## config.mk

```make
export PLATFORM = sky130hd
export DESIGN_NAME = isa_fetch_pc_flat
export DESIGN_NICKNAME = d
export VERILOG_FILES = /design/src/rtl/isa_pkg.sv /design/src/rtl/isa_fetch_pc_if.sv /design/src/rtl/isa_pc_shadow.sv /design/src/rtl/isa_fetch_pc.sv /design/src/flat_wrapper.sv
export SDC_FILE = /design/constraint.sdc
export NUM_CORES = 1
export LEC_CHECK = 0
export BUFFER_PORTS_ARGS = -buffer_cell sky130_fd_sc_hd__buf_2
export CAP_MARGIN = 20
export CORE_MARGIN = 2
export CORE_UTILIZATION = 50
export CTS_CLUSTER_SIZE = 24
export DETAILED_ROUTE_END_ITERATION = 7
export HOLD_SLACK_MARGIN = 0.06
export PLACE_DENSITY = 0.84
export SLEW_MARGIN = 20
export SYNTH_ARGS = -nofsm -noshare
export SYNTH_HDL_FRONTEND = slang
export SYNTH_SLANG_ARGS = --single-unit
```

## constraint.sdc

```tcl
create_clock -name clk -period 2.3 [get_ports clk]
set_input_delay 0 -clock clk [delete_from_list [all_inputs] [get_ports clk]]
set_output_delay 0 -clock clk [all_outputs]
set_load 0.03 [all_outputs]
```

## src/rtl/isa_pkg.sv

```systemverilog
// Shared ISA constants: next-PC select codes, W/ALU codes, opcodes and the fetch state enum.
package isa_pkg;

  localparam logic [1:0] PC_ADD  = 2'd0;
  localparam logic [1:0] PC_WREG = 2'd1;
  localparam logic [1:0] PC_LIT  = 2'd2;
  localparam logic [1:0] PC_SAVE = 2'd3;

  localparam logic [1:0] W_NONE = 2'd0;
  localparam logic [1:0] W_ALU  = 2'd1;
  localparam logic [1:0] W_LIT  = 2'd2;
  localparam logic [1:0] W_MEM  = 2'd3;

  localparam logic [2:0] ALU_ADD = 3'd0;
  localparam logic [2:0] ALU_SUB = 3'd1;
  localparam logic [2:0] ALU_AND = 3'd2;
  localparam logic [2:0] ALU_OR  = 3'd3;
  localparam logic [2:0] ALU_XOR = 3'd4;
  localparam logic [2:0] ALU_SMS = 3'd5;
  localparam logic [2:0] ALU_SMC = 3'd6;

  localparam logic [4:0] OP_NOP = 5'h00;
  localparam logic [4:0] OP_LDL = 5'h01;
  localparam logic [4:0] OP_ADD = 5'h02;
  localparam logic [4:0] OP_SUB = 5'h03;
  localparam logic [4:0] OP_SMS = 5'h08;
  localparam logic [4:0] OP_SMC = 5'h09;
  localparam logic [4:0] OP_GOW = 5'h0B;
  localparam logic [4:0] OP_GOL = 5'h0C;
  localparam logic [4:0] OP_WFI = 5'h1E;
  localparam logic [4:0] OP_RFI = 5'h1F;

  typedef enum logic [1:0] {
    ST_FETCH = 2'd0,
    ST_EXEC  = 2'd1,
    ST_WFI   = 2'd2
  } fetch_state_t;

endpackage

```

## src/rtl/isa_fetch_pc_if.sv

```systemverilog
// Instruction-memory fetch bus between the fetch unit (master) and instruction memory (slave).
interface isa_fetch_pc_if #(
  parameter int ADDR_W  = 10,
  parameter int INSTR_W = 16
);
  // req is held with a stable addr until ack; a word transfers in any cycle where req && ack.
  logic               req;
  logic [ADDR_W-1:0]  addr;
  logic               ack;
  logic [INSTR_W-1:0] rdata;

  modport master (output req, output addr, input ack, input rdata);
  modport slave  (input req, input addr, output ack, output rdata);
endinterface

```

## src/rtl/isa_pc_shadow.sv

```systemverilog
// Shadow PC for wfi/rfi: a single register, or a STACK_DEPTH-entry LIFO when ISA_SHADOW_STACK_EN is defined.
module isa_pc_shadow #(
  parameter int                ADDR_W      = 10,
  parameter int                STACK_DEPTH = 4,
  parameter logic [ADDR_W-1:0] RESET_VEC   = '0
) (
  input  logic              clk,
  input  logic              reset,
  input  logic              push,
  input  logic              pop,
  input  logic [ADDR_W-1:0] wdata,
  output logic [ADDR_W-1:0] rdata
);

`ifdef ISA_SHADOW_STACK_EN
  localparam int CNT_W = $clog2(STACK_DEPTH + 1);

  // Entry 0 is the top; pushing shifts everything down so the oldest falls off the end.
  logic [ADDR_W-1:0] stack [STACK_DEPTH];
  logic [CNT_W-1:0]  count;

  always_ff @(posedge clk or posedge reset) begin
    if (reset) begin
      count <= '0;
      for (int i = 0; i < STACK_DEPTH; i++) stack[i] <= '0;
    end else if (push) begin
      stack[0] <= wdata;
      for (int i = 1; i < STACK_DEPTH; i++) stack[i] <= stack[i-1];
      if (count != CNT_W'(STACK_DEPTH)) count <= count + CNT_W'(1);
    end else if (pop) begin
      for (int i = 0; i < STACK_DEPTH - 1; i++) stack[i] <= stack[i+1];
      stack[STACK_DEPTH-1] <= '0;
      if (count != '0) count <= count - CNT_W'(1);
    end
  end

  assign rdata = (count == '0) ? RESET_VEC : stack[0];
`else
  logic [ADDR_W-1:0] shadow_q;

  always_ff @(posedge clk or posedge reset) begin
    if (reset)     shadow_q <= '0;
    else if (push) shadow_q <= wdata;
  end

  // rfi reads the register without clearing it, so pop and the stack parameters have no role here.
  assign rdata = shadow_q;

  logic unused_pop;
  assign unused_pop = pop;
  localparam int                unused_depth     = STACK_DEPTH;
  localparam logic [ADDR_W-1:0] unused_reset_vec = RESET_VEC;
`endif

endmodule

```

## src/rtl/isa_fetch_pc.sv

```systemverilog
// Instruction fetch / program counter: FETCH -> EXEC -> (FETCH | WFI) with wfi/rfi shadow PC.
// Optional LIFO shadow stack enabled by defining ISA_SHADOW_STACK_EN.
module isa_fetch_pc
  import isa_pkg::*;
#(
  parameter int                ADDR_W      = 10,
  parameter int                INSTR_W     = 16,
  parameter logic [ADDR_W-1:0] RESET_VEC   = '0,
  parameter logic [ADDR_W-1:0] IRQ_VEC     = ADDR_W'('h010),
  parameter int                STACK_DEPTH = 4
) (
  input  logic                 clk,
  input  logic                 reset,
  isa_fetch_pc_if.master       imem,
  output logic [4:0]           opcode,
  output logic [INSTR_W-6:0]   literal,
  output logic                 instr_valid,
  input  logic [1:0]           pc_mux,
  input  logic                 pc_save,
  input  logic                 skip,
  input  logic [ADDR_W-1:0]    wreg_target,
  input  logic                 irq,
  output logic [ADDR_W-1:0]    pc,
  output logic                 waiting,
  output fetch_state_t         dbg_state
);

  localparam int LIT_W = INSTR_W - 5;

  fetch_state_t      state;
  logic              req_q;
  logic [ADDR_W-1:0] lit_pc;
  logic [ADDR_W-1:0] pc_inc;
  logic [ADDR_W-1:0] shadow_rdata;
  logic              shadow_push;
  logic              shadow_pop;

  generate
    if (LIT_W >= ADDR_W) begin : g_lit_trunc
      assign lit_pc = literal[ADDR_W-1:0];
    end else begin : g_lit_zext
      assign lit_pc = {{(ADDR_W - LIT_W){1'b0}}, literal};
    end
  endgenerate

  // Sequential successor wraps naturally at ADDR_W bits.
  assign pc_inc = pc + (skip ? ADDR_W'(2) : ADDR_W'(1));

  assign shadow_push = (state == ST_EXEC) && (pc_mux == PC_SAVE) && pc_save;
  assign shadow_pop  = (state == ST_EXEC) && (pc_mux == PC_SAVE) && !pc_save;

  isa_pc_shadow #(
    .ADDR_W      (ADDR_W),
    .STACK_DEPTH (STACK_DEPTH),
    .RESET_VEC   (RESET_VEC)
  ) u_shadow (
    .clk   (clk),
    .reset (reset),
    .push  (shadow_push),
    .pop   (shadow_pop),
    .wdata (pc + ADDR_W'(1)),
    .rdata (shadow_rdata)
  );

  // req is registered, so the first FETCH cycle after reset has req low and ignores any stale ack.
  always_ff @(posedge clk or posedge reset) begin
    if (reset) begin
      state       <= ST_FETCH;
      pc          <= RESET_VEC;
      opcode      <= '0;
      literal     <= '0;
      instr_valid <= 1'b0;
      req_q       <= 1'b0;
      waiting     <= 1'b0;
    end else begin
      instr_valid <= 1'b0;
      case (state)
        ST_FETCH: begin
          if (req_q && imem.ack) begin
            opcode      <= imem.rdata[INSTR_W-1 -: 5];
            literal     <= imem.rdata[LIT_W-1:0];
            instr_valid <= 1'b1;
            req_q       <= 1'b0;
            state       <= ST_EXEC;
          end else begin
            req_q <= 1'b1;
          end
        end
        ST_EXEC: begin
          state <= ST_FETCH;
          req_q <= 1'b1;
          case (pc_mux)
            PC_ADD:  pc <= pc_inc;
            PC_WREG: pc <= wreg_target;
            PC_LIT:  pc <= lit_pc;
            default: begin
              if (pc_save) begin
                state   <= ST_WFI;
                req_q   <= 1'b0;
                waiting <= 1'b1;
              end else begin
                pc <= shadow_rdata;
              end
            end
          endcase
        end
        ST_WFI: begin
          if (irq) begin
            pc      <= IRQ_VEC;
            waiting <= 1'b0;
            req_q   <= 1'b1;
            state   <= ST_FETCH;
          end
        end
        default: begin
          state   <= ST_FETCH;
          req_q   <= 1'b0;
          waiting <= 1'b0;
        end
      endcase
    end
  end

  assign imem.req  = req_q;
  assign imem.addr = pc;
  assign dbg_state = state;

endmodule

```

## src/flat_wrapper.sv

```systemverilog
// flat-port wrapper written by rule: the top's interface ports become plain ports
module isa_fetch_pc_flat import isa_pkg::*;
#(
  parameter int                ADDR_W      = 10,
  parameter int                INSTR_W     = 16,
  parameter logic [ADDR_W-1:0] RESET_VEC   = '0,
  parameter logic [ADDR_W-1:0] IRQ_VEC     = ADDR_W'('h010),
  parameter int                STACK_DEPTH = 4
)
  (clk, reset, opcode, literal, instr_valid, pc_mux, pc_save, skip, wreg_target, irq, pc, waiting, dbg_state, imem_req, imem_addr, imem_ack, imem_rdata);
  isa_fetch_pc_if #(.ADDR_W(ADDR_W), .INSTR_W(INSTR_W)) imem_i ();
  input  logic clk;
  input  logic reset;
  output logic [4:0] opcode;
  output logic [INSTR_W-6:0] literal;
  output logic instr_valid;
  input  logic [1:0] pc_mux;
  input  logic pc_save;
  input  logic skip;
  input  logic [ADDR_W-1:0] wreg_target;
  input  logic irq;
  output logic [ADDR_W-1:0] pc;
  output logic waiting;
  output fetch_state_t dbg_state;
  output wire logic [$bits(imem_i.req)-1:0] imem_req;
  output wire logic [$bits(imem_i.addr)-1:0] imem_addr;
  input wire logic [$bits(imem_i.ack)-1:0] imem_ack;
  input wire logic [$bits(imem_i.rdata)-1:0] imem_rdata;
  assign imem_req = imem_i.req;
  assign imem_addr = imem_i.addr;
  assign imem_i.ack = imem_ack;
  assign imem_i.rdata = imem_rdata;
  isa_fetch_pc #(.ADDR_W(ADDR_W), .INSTR_W(INSTR_W), .RESET_VEC(RESET_VEC), .IRQ_VEC(IRQ_VEC), .STACK_DEPTH(STACK_DEPTH)) u_core (.clk(clk), .reset(reset), .imem(imem_i), .opcode(opcode), .literal(literal), .instr_valid(instr_valid), .pc_mux(pc_mux), .pc_save(pc_save), .skip(skip), .wreg_target(wreg_target), .irq(irq), .pc(pc), .waiting(waiting), .dbg_state(dbg_state));
endmodule
```

Word-level counts from Yosys, hierarchy flattened. Cells that the tools add are included.

Register bits: 41. Output and inout bits: 41. Word-level logic and storage cells: 53.

$add $sub $neg: 2. Eq/ne operators: 10. Muxes and demuxes: 21. Bitwise operators: 1. Reductions and logical operators: 11.

Operator list (count): $pmux W10 S3 (1); $mux W10 (2); $pmux W10 S2 (1); $add A10 B1 Y10 const B (1); $add A10 B10 Y10 (1); $mux W2 (5); $mux W1 (9); $eq A2 B2 Y1 const B (3); $ne A2 B2 Y1 const B (3); $pmux W1 S3 (2); $pmux W2 S3 (1); $ne A5 B5 Y1 const B (1); $eq A2 B1 Y1 const B (2); $logic_not A2 Y1 (2); $reduce_and A2 Y1 (2); $reduce_and A4 Y1 (1); $logic_and A1 B1 Y1 (3); $reduce_and A3 Y1 (1); $reduce_or A3 Y1 (1); $ne A2 B1 Y1 const B (1); $reduce_bool A2 Y1 (1); $not A1 Y1 (1).

Logic depth before layout (Yosys ltp). Gate-level depths: netlist of run 1.

Word-level depth: 4. Gate-level depth with buffers: 8.

By module. Synthesis of run 1 repeated with hierarchy kept, for this count alone.

Cell total of the unflattened synthesis: 216. Area total of the unflattened synthesis: 2351.0 um^2.

Modules (own cells, without submodules): isa_fetch_pc (times used 1, cells an instance 194, area an instance 1935.6 um^2, seq. area each 775.7 um^2); isa_pc_shadow (times used 1, cells an instance 22, area an instance 415.4 um^2, seq. area each 250.2 um^2).

Worst setup path after synthesis of run 1. OpenSTA, ideal clock, no wires.

Kind: register to register. Start point: register u_core.pc[0], in the netlist u_core.imem.addr[0]. End point: register u_core.pc[8], in the netlist u_core.imem.addr[8]. Arrival time: 1.854 ns. Path slack: 0.324 ns. Cell stages (with the launch flop): 7. Clock period less this slack: 1.976 ns. Cells stage by stage: dfrtp_1 ha_1 fa_1 nand2_1 or3_1 a41o_1 a32o_1.

Longest elaborated chain between the ends: 3.

Ends and longest elaborated chain: start: declaration (line isa_fetch_pc.sv:23) `output logic [ADDR_W-1:0] pc,`; start signal: assignment (line isa_fetch_pc.sv:93) `PC_ADD: pc <= pc_inc;`; start signal: assignment (line isa_fetch_pc.sv:94) `PC_WREG: pc <= wreg_target;`; start signal: assignment (line isa_fetch_pc.sv:95) `PC_LIT: pc <= lit_pc;`; $add A10 B10 Y10 (line isa_fetch_pc.sv:47) `assign pc_inc = pc + (skip ? ADDR_W'(2) : ADDR_W'(1));`; $pmux W10 S3 (line isa_fetch_pc.sv:92) `case (pc_mux)`; $pmux W10 S2 (line isa_fetch_pc.sv:77) `case (state)`.

No other way between the ends. A chain may end at the register's enable or synchronous reset.

Worst setup path in the final report of run 1.
Start point: register u_core.pc[0], in the netlist u_core.imem.addr[0]. End point: register u_core.pc[1], in the netlist u_core.imem.addr[1].

The elaborated chain is that of the path after synthesis.

==> results of run 1 <==
## layout make-up
cell class                      instances  area, um^2  share of cell area
Clock buffer                            7        86.3              0.0299
Tap cell                               52        65.1              0.0225
Timing Repair Buffer                   99         608               0.211
Multi-Input combinational cell        144        1080               0.374
Sequential cell                        41        1030               0.355
Inverter                                6        22.5             0.00780
## power breakdown
group / internal [mW] / switching [mW] / total, mW
combinational: 0.583 / 1.01 / 1.59
sequential: 1.00 / 0.329 / 1.33
clock: 0.238 / 0.246 / 0.484
## worst paths after layout
kind,from,end,slack (ps),depth (start not counted)
min in group asynchronous,reset,u_core.opcode[3],390,4
max,u_core.imem.addr[0],u_core.imem.addr[1],360,5
min reg2reg,u_core.u_shadow.rdata[6],u_core.u_shadow.rdata[6],470,2
max reg2reg,u_core.imem.addr[0],u_core.imem.addr[1],360,5
min,wreg_target[2],u_core.imem.addr[2],120,5
max in group asynchronous,reset,u_core.imem.addr[7],1540,4
## routing by layer
| layer | GRT usage | wire length, um | part of all wire |
|---|---|---|---|
| met2 | 0.387 | 2850 | 0.47 |
| met3 | 0.0872 | 502 | 0.083 |
| met4 | 0.0776 | 66 | 0.011 |
| met1 | 0.336 | 2620 | 0.43 |
| met5 | 0 | 0 | 0 |
## placed cells by master, fill, tap and decap left out, types with 2 or more instances in the layout
master / Yosys / routed
a21oi_1: 5 / 5
a221o_1: 3 / 3
a221oi_1: 5 / 5
a222oi_1: 2 / 2
a22o_1: 2 / 2
a32o_1: 2 / 2
a41o_1: 2 / 2
buf_2: 3 / 74
buf_4: 12 / 5
clkbuf_8: 0 / 6
dfrtp_1: 41 / 41
dlygate4sd3_1: 0 / 20
ha_1: 7 / 7
inv_1: 5 / 5
mux2_2: 17 / 17
nand2_1: 25 / 25
nand2b_1: 4 / 4
nand3_1: 9 / 9
nor2_1: 5 / 5
o21ai_0: 22 / 22
o2bb2ai_1: 2 / 2
xnor2_1: 6 / 6
xor2_1: 6 / 6
## flip-flops by register name, summed over array words and instances, names as in the netlist
register,flops
u_core.literal,11
u_core.imem.addr,10
u_core.u_shadow.rdata,10
u_core.opcode,5
u_core.dbg_state,2
u_core.imem.req,1
u_core.instr_valid,1
u_core.waiting,1
## critical path, delay by kind of cell (launching register included)
kind / cells / cell delay (ps)
fa+ha+maj: 2 / 720
compound gates: 3 / 650
flops: 1 / 460
## logic make-up after synthesis
family                   count (synthesis)  synth area share
AO/OA/AOI/OAI                           54             0.176
XOR/XNOR                                12            0.0463
adder cells (fa/ha/maj)                  8            0.0474
buffers and inverters                   31            0.0798
flip-flops                              41             0.452
multiplexers                            17            0.0842
AND/OR/NAND/NOR                         53             0.115
## metrics by stage
step / utilization / cell area (um^2)
after global placement: 0.597 / 2600
after floorplan: - / 2270
after CTS: 0.663 / 2890
after global routing: 0.663 / 2890
final: 0.663 / 2890
after detailed placement: 0.597 / 2600
## what timing repair did
action / 4_1_cts / 5_1_grt
setup buffers: 0 / 0
hold buffers: 20 / 0
endpoints found under the hold margin: 61 / 0
==> impl_metrics.env, run 1 <==
export IMPL_fin_nets=339
export IMPL_yosysTopAreaCellShare=0.452
export IMPL_drt_iter0_markers=105
export IMPL_cts_resized=0
export IMPL_yosysUniqueCellTypes=44
export IMPL_fillers=306
export IMPL_drt_wl_total_um=6040
export IMPL_die_h_um=71.4
export IMPL_synth_edf_count=0
export IMPL_ys_seq_area_frac=0.452
export IMPL_die_area_um2=5100
export IMPL_dp_worst_setup_slack_ps=389
export IMPL_finClkSkew_ps=2.22
export IMPL_cts_tree="done"
export IMPL_status="completed"
export IMPL_cts_root_buf="clkbuf_8"
export IMPL_fin_cells=349
export IMPL_die_w_um=71.4
export IMPL_critical_path_max_stage_delay_ps=460
export IMPL_yosysMostFrequentCell="dfrtp_1"
export IMPL_place_port_buffers=74
export IMPL_clk_latency_ps=290
export IMPL_crit_path_start_kind="flip-flop"
export IMPL_finalCriticalPeriod_ps=1940
export IMPL_synth_area_per_cell_um2=10.5
export IMPL_max_slew_margin=0.644
export IMPL_clk_pin_slew_worst_paths_ps=80
export IMPL_synthTopCellsByCount="dfrtp_1, nand2_1, o21ai_0"
export IMPL_fin_total_pwr_mw=3.41
export IMPL_ir_worst_vdd_uv=823
export IMPL_critPathArrivalTime_ps=2120
export IMPL_grt_pass1_wl_um=9870
export IMPL_syn2layout_area_growth_pct=27.1
export IMPL_coreArea_um2=4350
export IMPL_viasPerCell=5.67
export IMPL_cp_slowest_cell="dfrtp_1"
export IMPL_rsz0062_at_grt="no"
export IMPL_htree_levels=2
export IMPL_setup_viol=0
export IMPL_antenna_found_initial=0
export IMPL_end_kind="flip-flop"
export IMPL_ys_async_sr_fraction=1.00
export IMPL_drt_first_pass_iters=4
export IMPL_cap_violations=0
export IMPL_fp_row_count=24
export IMPL_fmax_ghz=0.515
export IMPL_grt_max_degree=42
export IMPL_setup_tns_ps=0
export IMPL_finalMaxSlewViolations=0
export IMPL_grt_pass1_vias=1990
export IMPL_gp_congestion=0.898
export IMPL_io_pins=75
export IMPL_worst_slack_ps=358
export IMPL_avgRoutedWirePerCell_um=17.3
export IMPL_synthCells=216
export IMPL_hold_path_class="input pin to flip-flop"
export IMPL_leakage_nw=1.35
export IMPL_route_detailed_drc=0
export IMPL_yosysTopAreaCell="dfrtp_1"
export IMPL_yosysWarnings=0
export IMPL_initial_core_util=0.522
export IMPL_hold_viol=0
export IMPL_dp_cells=322
export IMPL_whs_ps=118
export IMPL_path_cells="ha_1, fa_1, a222oi_1, o21ai_0, a22o_1"
export IMPL_syn_nets=258
export IMPL_cts_made_buffers=5
export IMPL_antenna_cells=0
export IMPL_p_per_area_nw_per_um2=1180
export IMPL_synth_ff_type="dfrtp_1"
export IMPL_fin_crit_sh=0.844
export IMPL_cts_path_max_buffers=2
export IMPL_drt_antenna_violating_nets=0
export IMPL_num_vias=1978
export IMPL_dp_hpwl_um=3810
export IMPL_cts_sinks=41
export IMPL_synth_area_um2=2270
export IMPL_grt_usage=0.251
export IMPL_worstPathRequired_ps=2480
export IMPL_drive_gt1_frac=0.360
export IMPL_netlist_top_cells_area="dfrtp_1, mux2_2, o21ai_0"
export IMPL_gr_total_overflow=0
export IMPL_crit_fanout=8
export IMPL_worstSetupPathType="flip-flop to flip-flop"
export IMPL_synth_seq_cells=41
export IMPL_worst_slew_pin_slew_ps=535
Power figures use the tool's default switching activity.
==> run 2: changes to the inputs <==
- ABC_AREA: default -> 1
- CORE_UTILIZATION: 50 -> 51
- PLACE_DENSITY: 0.84 -> 0.85
- clock period: 2.3 -> 1.8 ns (I/O delays scaled with it)
==> impl_metrics.env, run 2 <==
export IMPL_rsz0062_at_grt="no"
export IMPL_finClkSkew_ps=7.09
export IMPL_cts_made_buffers=5
export IMPL_yosysTopAreaCell="dfrtp_1"
export IMPL_seqPwrFrac=0.368
export IMPL_drt_iter0_markers=146
export IMPL_combinationalPowerShare=0.463
export IMPL_crit_buf_inv=0
export IMPL_io_pins=75
export IMPL_grt_max_degree=42
export IMPL_coreArea_um2=4440
export IMPL_fin_crit_sh=0.960
export IMPL_route_detailed_drc=0
export IMPL_synth_ff_type="dfrtp_1"
export IMPL_dp_cells=411
export IMPL_die_h_um=72.7
export IMPL_crit_path_frequent_cell="nand2_1"
export IMPL_power_internal_mw=2.34
export IMPL_drt_wl_total_um=6260
export IMPL_grt_pass1_vias=2227
export IMPL_max_slew_margin=0.607
export IMPL_synth_area_per_cell_um2=7.91
export IMPL_yosysWarnings=0
export IMPL_netlist_top_cells_area="dfrtp_1, nand2_1, buf_4"
export IMPL_grt_usage=0.256
export IMPL_crit_fanout=4
export IMPL_synthCells=304
export IMPL_num_vias=2313
export IMPL_cts_sinks=41
export IMPL_whs_ps=102
export IMPL_fillers=349
export IMPL_cap_violations=0
export IMPL_cts_root_buf="clkbuf_8"
export IMPL_largest_reg_flops=11
export IMPL_htree_levels=2
export IMPL_yosysUniqueCellTypes=31
export IMPL_die_w_um=72.7
export IMPL_clk_pin_slew_worst_paths_ps=80
export IMPL_hold_viol=0
export IMPL_synthTopCellsByCount="nand2_1, dfrtp_1, inv_1, nor2_1, nand3_1"
export IMPL_synth_edf_count=0
export IMPL_worst_slew_pin_slew_ps=588
export IMPL_ir_worst_vdd_uv=1100
export IMPL_setup_viol=0
export IMPL_leakage_nw=1.64
export IMPL_fp_row_count=24
export IMPL_syn2layout_area_growth_pct=27.4
export IMPL_drive_gt1_frac=0.266
export IMPL_hold_path_class="input pin to flip-flop"
export IMPL_regMostFlops="u_core.literal"
export IMPL_cts_tree="done"
export IMPL_ys_seq_area_frac=0.426
export IMPL_fin_nets=435
export IMPL_clk_latency_ps=300
export IMPL_grt_pass1_wl_um=10300
export IMPL_initial_core_util=0.541
export IMPL_critical_path_max_stage_delay_ps=410
export IMPL_yosysTopAreaCellShare=0.426
export IMPL_antenna_cells=0
export IMPL_end_kind="flip-flop"
export IMPL_finalMaxSlewViolations=0
export IMPL_viasPerCell=5.19
export IMPL_path_cells="ha_1, fa_2, nand2_2, nor2_4, nand2_2, nor2_2, o21ai_1, nand2_1, nand2_1, nand2_1"
export IMPL_layout_commonest_cell="nand2_1"
export IMPL_crit_path_start_kind="flip-flop"
export IMPL_cts_path_max_buffers=2
export IMPL_critPathArrivalTime_ps=1930
export IMPL_fin_cells=446
export IMPL_place_port_buffers=74
export IMPL_die_area_um2=5280
export IMPL_avgRoutedWirePerCell_um=14.0
export IMPL_p_per_area_nw_per_um2=1470
export IMPL_worstPathRequired_ps=2000
export IMPL_p_sw_frac=0.481
export IMPL_syn_nets=346
export IMPL_yosysMostFrequentCell="nand2_1"
export IMPL_antenna_found_initial=0
export IMPL_switchingPower_mw=2.18
export IMPL_worstSetupPathType="flip-flop to flip-flop"
export IMPL_cts_setup_buffers=0
export IMPL_layout_common_cells="nand2_1, buf_2, dfrtp_1, dlygate4sd3_1"
export IMPL_clockPowerShare=0.169
export IMPL_synth_seq_cells=41
export IMPL_dp_hpwl_um=3980
export IMPL_finalCriticalPeriod_ps=1730
export IMPL_synth_area_um2=2410
export IMPL_setup_tns_ps=0
export IMPL_drt_antenna_violating_nets=0
export IMPL_fmax_ghz=0.578
export IMPL_drt_first_pass_iters=5
export IMPL_gr_total_overflow=0
export IMPL_gp_congestion=0.873
export IMPL_crit_family="adder cells"
export IMPL_status="completed"
export IMPL_ys_async_sr_fraction=1.00
export IMPL_cp_slowest_cell="dfrtp_2"
## run 2: path summary, 6_finish.rpt
check                                    start             endpoint  slack, ps  depth (start not counted)
setup / recovery           u_core.imem.addr[0]  u_core.imem.addr[8]         70                         10
hold / removal                  wreg_target[2]  u_core.imem.addr[2]        100                          5
setup reg to reg           u_core.imem.addr[0]  u_core.imem.addr[8]         70                         10
hold reg to reg               u_core.opcode[0]     u_core.opcode[0]        470                          2
max in group asynchronous                reset  u_core.imem.addr[0]       1030                          4
min in group asynchronous                reset   u_core.literal[10]        390                          4
## run 2: what timing repair did
item,4_1_cts,5_1_grt
setup endpoints to repair,1,2
hold endpoints to repair,67,0
hold buffers,27,0
gates resized for setup,1,1
## run 2: metal layers
layer	global-route usage	vias to the layer above	part of all wire
met5	0	-	0
met4	0.107	0	0.027
met3	0.0539	16	0.069
met2	0.434	118	0.50
met1	0.318	1052	0.40
li1	-	1127	-
## run 2: kinds of logic after synthesis
kind of cell | after synthesis | synth area share
compound gates | 37 | 0.0946
xor+xnor | 8 | 0.0291
fa+ha+maj | 8 | 0.0447
buf+inv | 44 | 0.113
flops | 41 | 0.426
simple gates | 166 | 0.292
## run 2: area by class of cell
cell class	instances	area [um^2]	area share
repair buffers	104	663	0.216
clock buffers	5	68.8	0.0224
flip-flops and latches	41	1030	0.335
inverters	22	82.6	0.0269
well taps	52	65.1	0.0212
multi-input cells	219	1110	0.363
clock inverters	3	46.3	0.0151
## run 2: per-stage QoR
| stage | instance area [um^2] | power, mW | setup slack (ps) | util |
|---|---|---|---|---|
| floorplan | 2410 | 3.25 | 48.2 | - |
| global placement | 2680 | 3.62 | 140 | 0.602 |
| detailed placement | 2680 | 3.67 | 111 | 0.602 |
| CTS | 3060 | 4.50 | 20.8 | 0.689 |
| global route | 3070 | 4.81 | 13.9 | 0.690 |
| finish | 3070 | 4.52 | 71.1 | 0.690 |
## run 2: worst register-to-register path, cell delays in order, from the launching register on
cell	delay [ps]
dfrtp_2	410
ha_1	220
fa_2	370
nand2_2	110
nor2_4	50
nand2_2	70
nor2_2	40
o21ai_1	130
nand2_1	90
nand2_1	90
nand2_1	60
## run 2: power by group through the flow
stage | Clock, mW | Sequential (mW) | Combinational [mW]
6_report | 0.764 | 1.66 | 2.09
5_1_grt | 0.812 | 1.73 | 2.27
4_1_cts | 0.778 | 1.65 | 2.07
3_5_place_dp | 0 | 1.66 | 2.01
3_3_place_gp | 0 | 1.65 | 1.97
2_1_floorplan | 0 | 2.09 | 1.16
==> run 3: changes to the inputs <==
- CORE_UTILIZATION: 51 -> 48
- CTS_BUF_LIST: default -> sky130_fd_sc_hd__clkbuf_8
- PLACE_DENSITY: 0.85 -> 0.84
- clock period: 1.8 -> 1.5 ns (I/O delays scaled with it)
==> impl_metrics.env, run 3 (same netlist as run 2, synthesis figures left out) <==
export IMPL_layout_common_cells="nand2_1, buf_2, dfrtp_1, dlygate4sd3_1"
export IMPL_p_per_area_nw_per_um2=1710
export IMPL_avgRoutedWirePerCell_um=15.1
export IMPL_cap_violations=0
export IMPL_num_vias=2433
export IMPL_drt_first_pass_iters=5
export IMPL_initial_core_util=0.503
export IMPL_ir_worst_vdd_uv=1100
export IMPL_cp_slowest_cell="dfrtp_2"
export IMPL_reg2regPathDepth=10
export IMPL_hold_viol=0
export IMPL_layout_commonest_cell="nand2_1"
export IMPL_fmax_ghz=0.629
export IMPL_min_from="wreg_target[2]"
export IMPL_worstSetupPathType="flip-flop to flip-flop"
export IMPL_setup_viol=5
export IMPL_die_area_um2=5600
export IMPL_placed_area_um2=2790
export IMPL_clk_pin_slew_worst_paths_ps=80
export IMPL_drt_iter0_markers=184
export IMPL_leakage_nw=1.69
export IMPL_grt_usage=0.277
export IMPL_worst_slack_ps=-90.2
export IMPL_drt_antenna_violating_nets=0
export IMPL_viasPerCell=5.13
export IMPL_cts_tree="done"
export IMPL_hold_path_class="input pin to flip-flop"
export IMPL_fin_cells=474
export IMPL_largest_reg_flops=11
export IMPL_drive_gt1_frac=0.305
export IMPL_worstSetupStartpoint="u_core.imem.addr[0]"
export IMPL_die_h_um=74.8
export IMPL_critical_path_max_stage_delay_ps=430
export IMPL_crit_path_frequent_cell="nand2_1"
export IMPL_htree_levels=2
export IMPL_rsz0062_at_grt="yes"
export IMPL_timing_rr_start="u_core.imem.addr[0]"
export IMPL_cts_path_max_buffers=2
export IMPL_fillers=354
export IMPL_syn2layout_area_growth_pct=32.7
export IMPL_stdcell_area_um2=3190
export IMPL_finClkSkew_ps=5.70
export IMPL_place_port_buffers=74
export IMPL_worst_slew_pin_slew_ps=420
export IMPL_violations="negative setup slack"
export IMPL_status="finished, violations left"
export IMPL_fin_crit_sh=1.06
export IMPL_fp_row_count=25
export IMPL_coreArea_um2=4790
export IMPL_grt_max_degree=28
export IMPL_fin_nets=448
export IMPL_hold_depth=5
export IMPL_route_detailed_drc=0
export IMPL_cts_sinks=41
export IMPL_drt_wl_total_um=7140
export IMPL_regMostFlops="u_core.literal"
export IMPL_grt_pass1_wl_um=11500
export IMPL_finalMaxSlewViolations=0
export IMPL_gp_congestion=0.884
export IMPL_grt_pass1_vias=2476
export IMPL_path_cells="ha_4, fa_2, nand2_2, nor2_4, nand2_2, nor2_2, o21ai_1, nand2_1, nand2_1, nand2_1"
export IMPL_cts_made_buffers=5
export IMPL_finalCriticalPeriod_ps=1590
export IMPL_antenna_found_initial=0
export IMPL_io_pins=75
export IMPL_dp_hpwl_um=4370
export IMPL_clk_latency_ps=310
export IMPL_antenna_cells=0
export IMPL_max_slew_margin=0.720
export IMPL_die_w_um=74.8
export IMPL_gr_total_overflow=0
export IMPL_crit_path_start_kind="flip-flop"
export IMPL_crit_fanout=4
export IMPL_whs_ps=95.4
export IMPL_dp_cells=436
export IMPL_end_kind="flip-flop"
export IMPL_cts_root_buf="clkbuf_8"
export IMPL_worstPathRequired_ps=1700
export IMPL_critPathArrivalTime_ps=1790
[run 3: cell count changes in the layout (fill, tap and decap cells not counted), sizes merged]
cell         change
clkinv           -1
buf             +12
bufinv           -1
clkinvlp         +2
dlygate4sd3      +1
[run 3: critical path, delay by kind of cell (launching register included)]
family                     cells  cell delay [ps]
and+or+nand+nor                7              420
adders and majority gates      2              520
AOI/OAI and AO/OA              1              110
DFF                            1              430
[run 3: final timing paths]
| check | slack (ps) | end |
|---|---|---|
| setup / recovery | -90 | u_core.imem.addr[8] |
| hold / removal | 100 | u_core.imem.addr[2] |
| setup reg to reg | -90 | u_core.imem.addr[8] |
| hold reg to reg | 490 | u_core.literal[10] |
| max in group asynchronous | 840 | u_core.imem.addr[0] |
| min in group asynchronous | 310 | u_core.opcode[4] |
[run 3: area by class of cell]
type	instances	area, um^2	share of cell area
clock buffers	5	68.8	0.0216
repair buffers	117	767	0.240
well taps	67	83.8	0.0263
flip-flops and latches	41	1030	0.322
clock inverters	3	22.5	0.00706
multi-input cells	219	1140	0.357
inverters	22	82.6	0.0259
[run 3: per-layer routing]
layer  global-route usage  part of all wire  up-vias
li1                     -                 -     1159
met1                0.311              0.39     1131
met2                0.484              0.50      111
met3               0.0776             0.072       32
met4                0.137             0.038        0
met5                    0                 0        -
[run 3: through the flow]
stage / utilization / setup TNS [ps] / setup slack, ps / total power [mW]
floorplan: - / -338 / -114 / 3.93
global placement: 0.584 / -21.6 / -21.6 / 4.45
detailed placement: 0.584 / -200 / -78.4 / 4.53
CTS: 0.664 / -238 / -92.8 / 5.37
global route: 0.667 / -1360 / -197 / 5.81
finish: 0.667 / -250 / -90.2 / 5.47
[run 3: power by group]
| part | leakage [nW] | switching, mW | internal [mW] |
|---|---|---|---|
| sequential | 0.514 | 0.465 | 1.53 |
| clock | 0.0364 | 0.428 | 0.327 |
| combinational | 1.13 | 1.82 | 0.898 |
| total | 1.69 | 2.71 | 2.76 |
[run 3: repair_timing]
item	4_1_cts	5_1_grt
gates resized for setup	2	4
cloned	0	0
endpoints found under the setup margin	8	16
buffers inserted	1	1
endpoints found under the hold margin	68	0
hold buffers	28	0
pin swaps	0	3
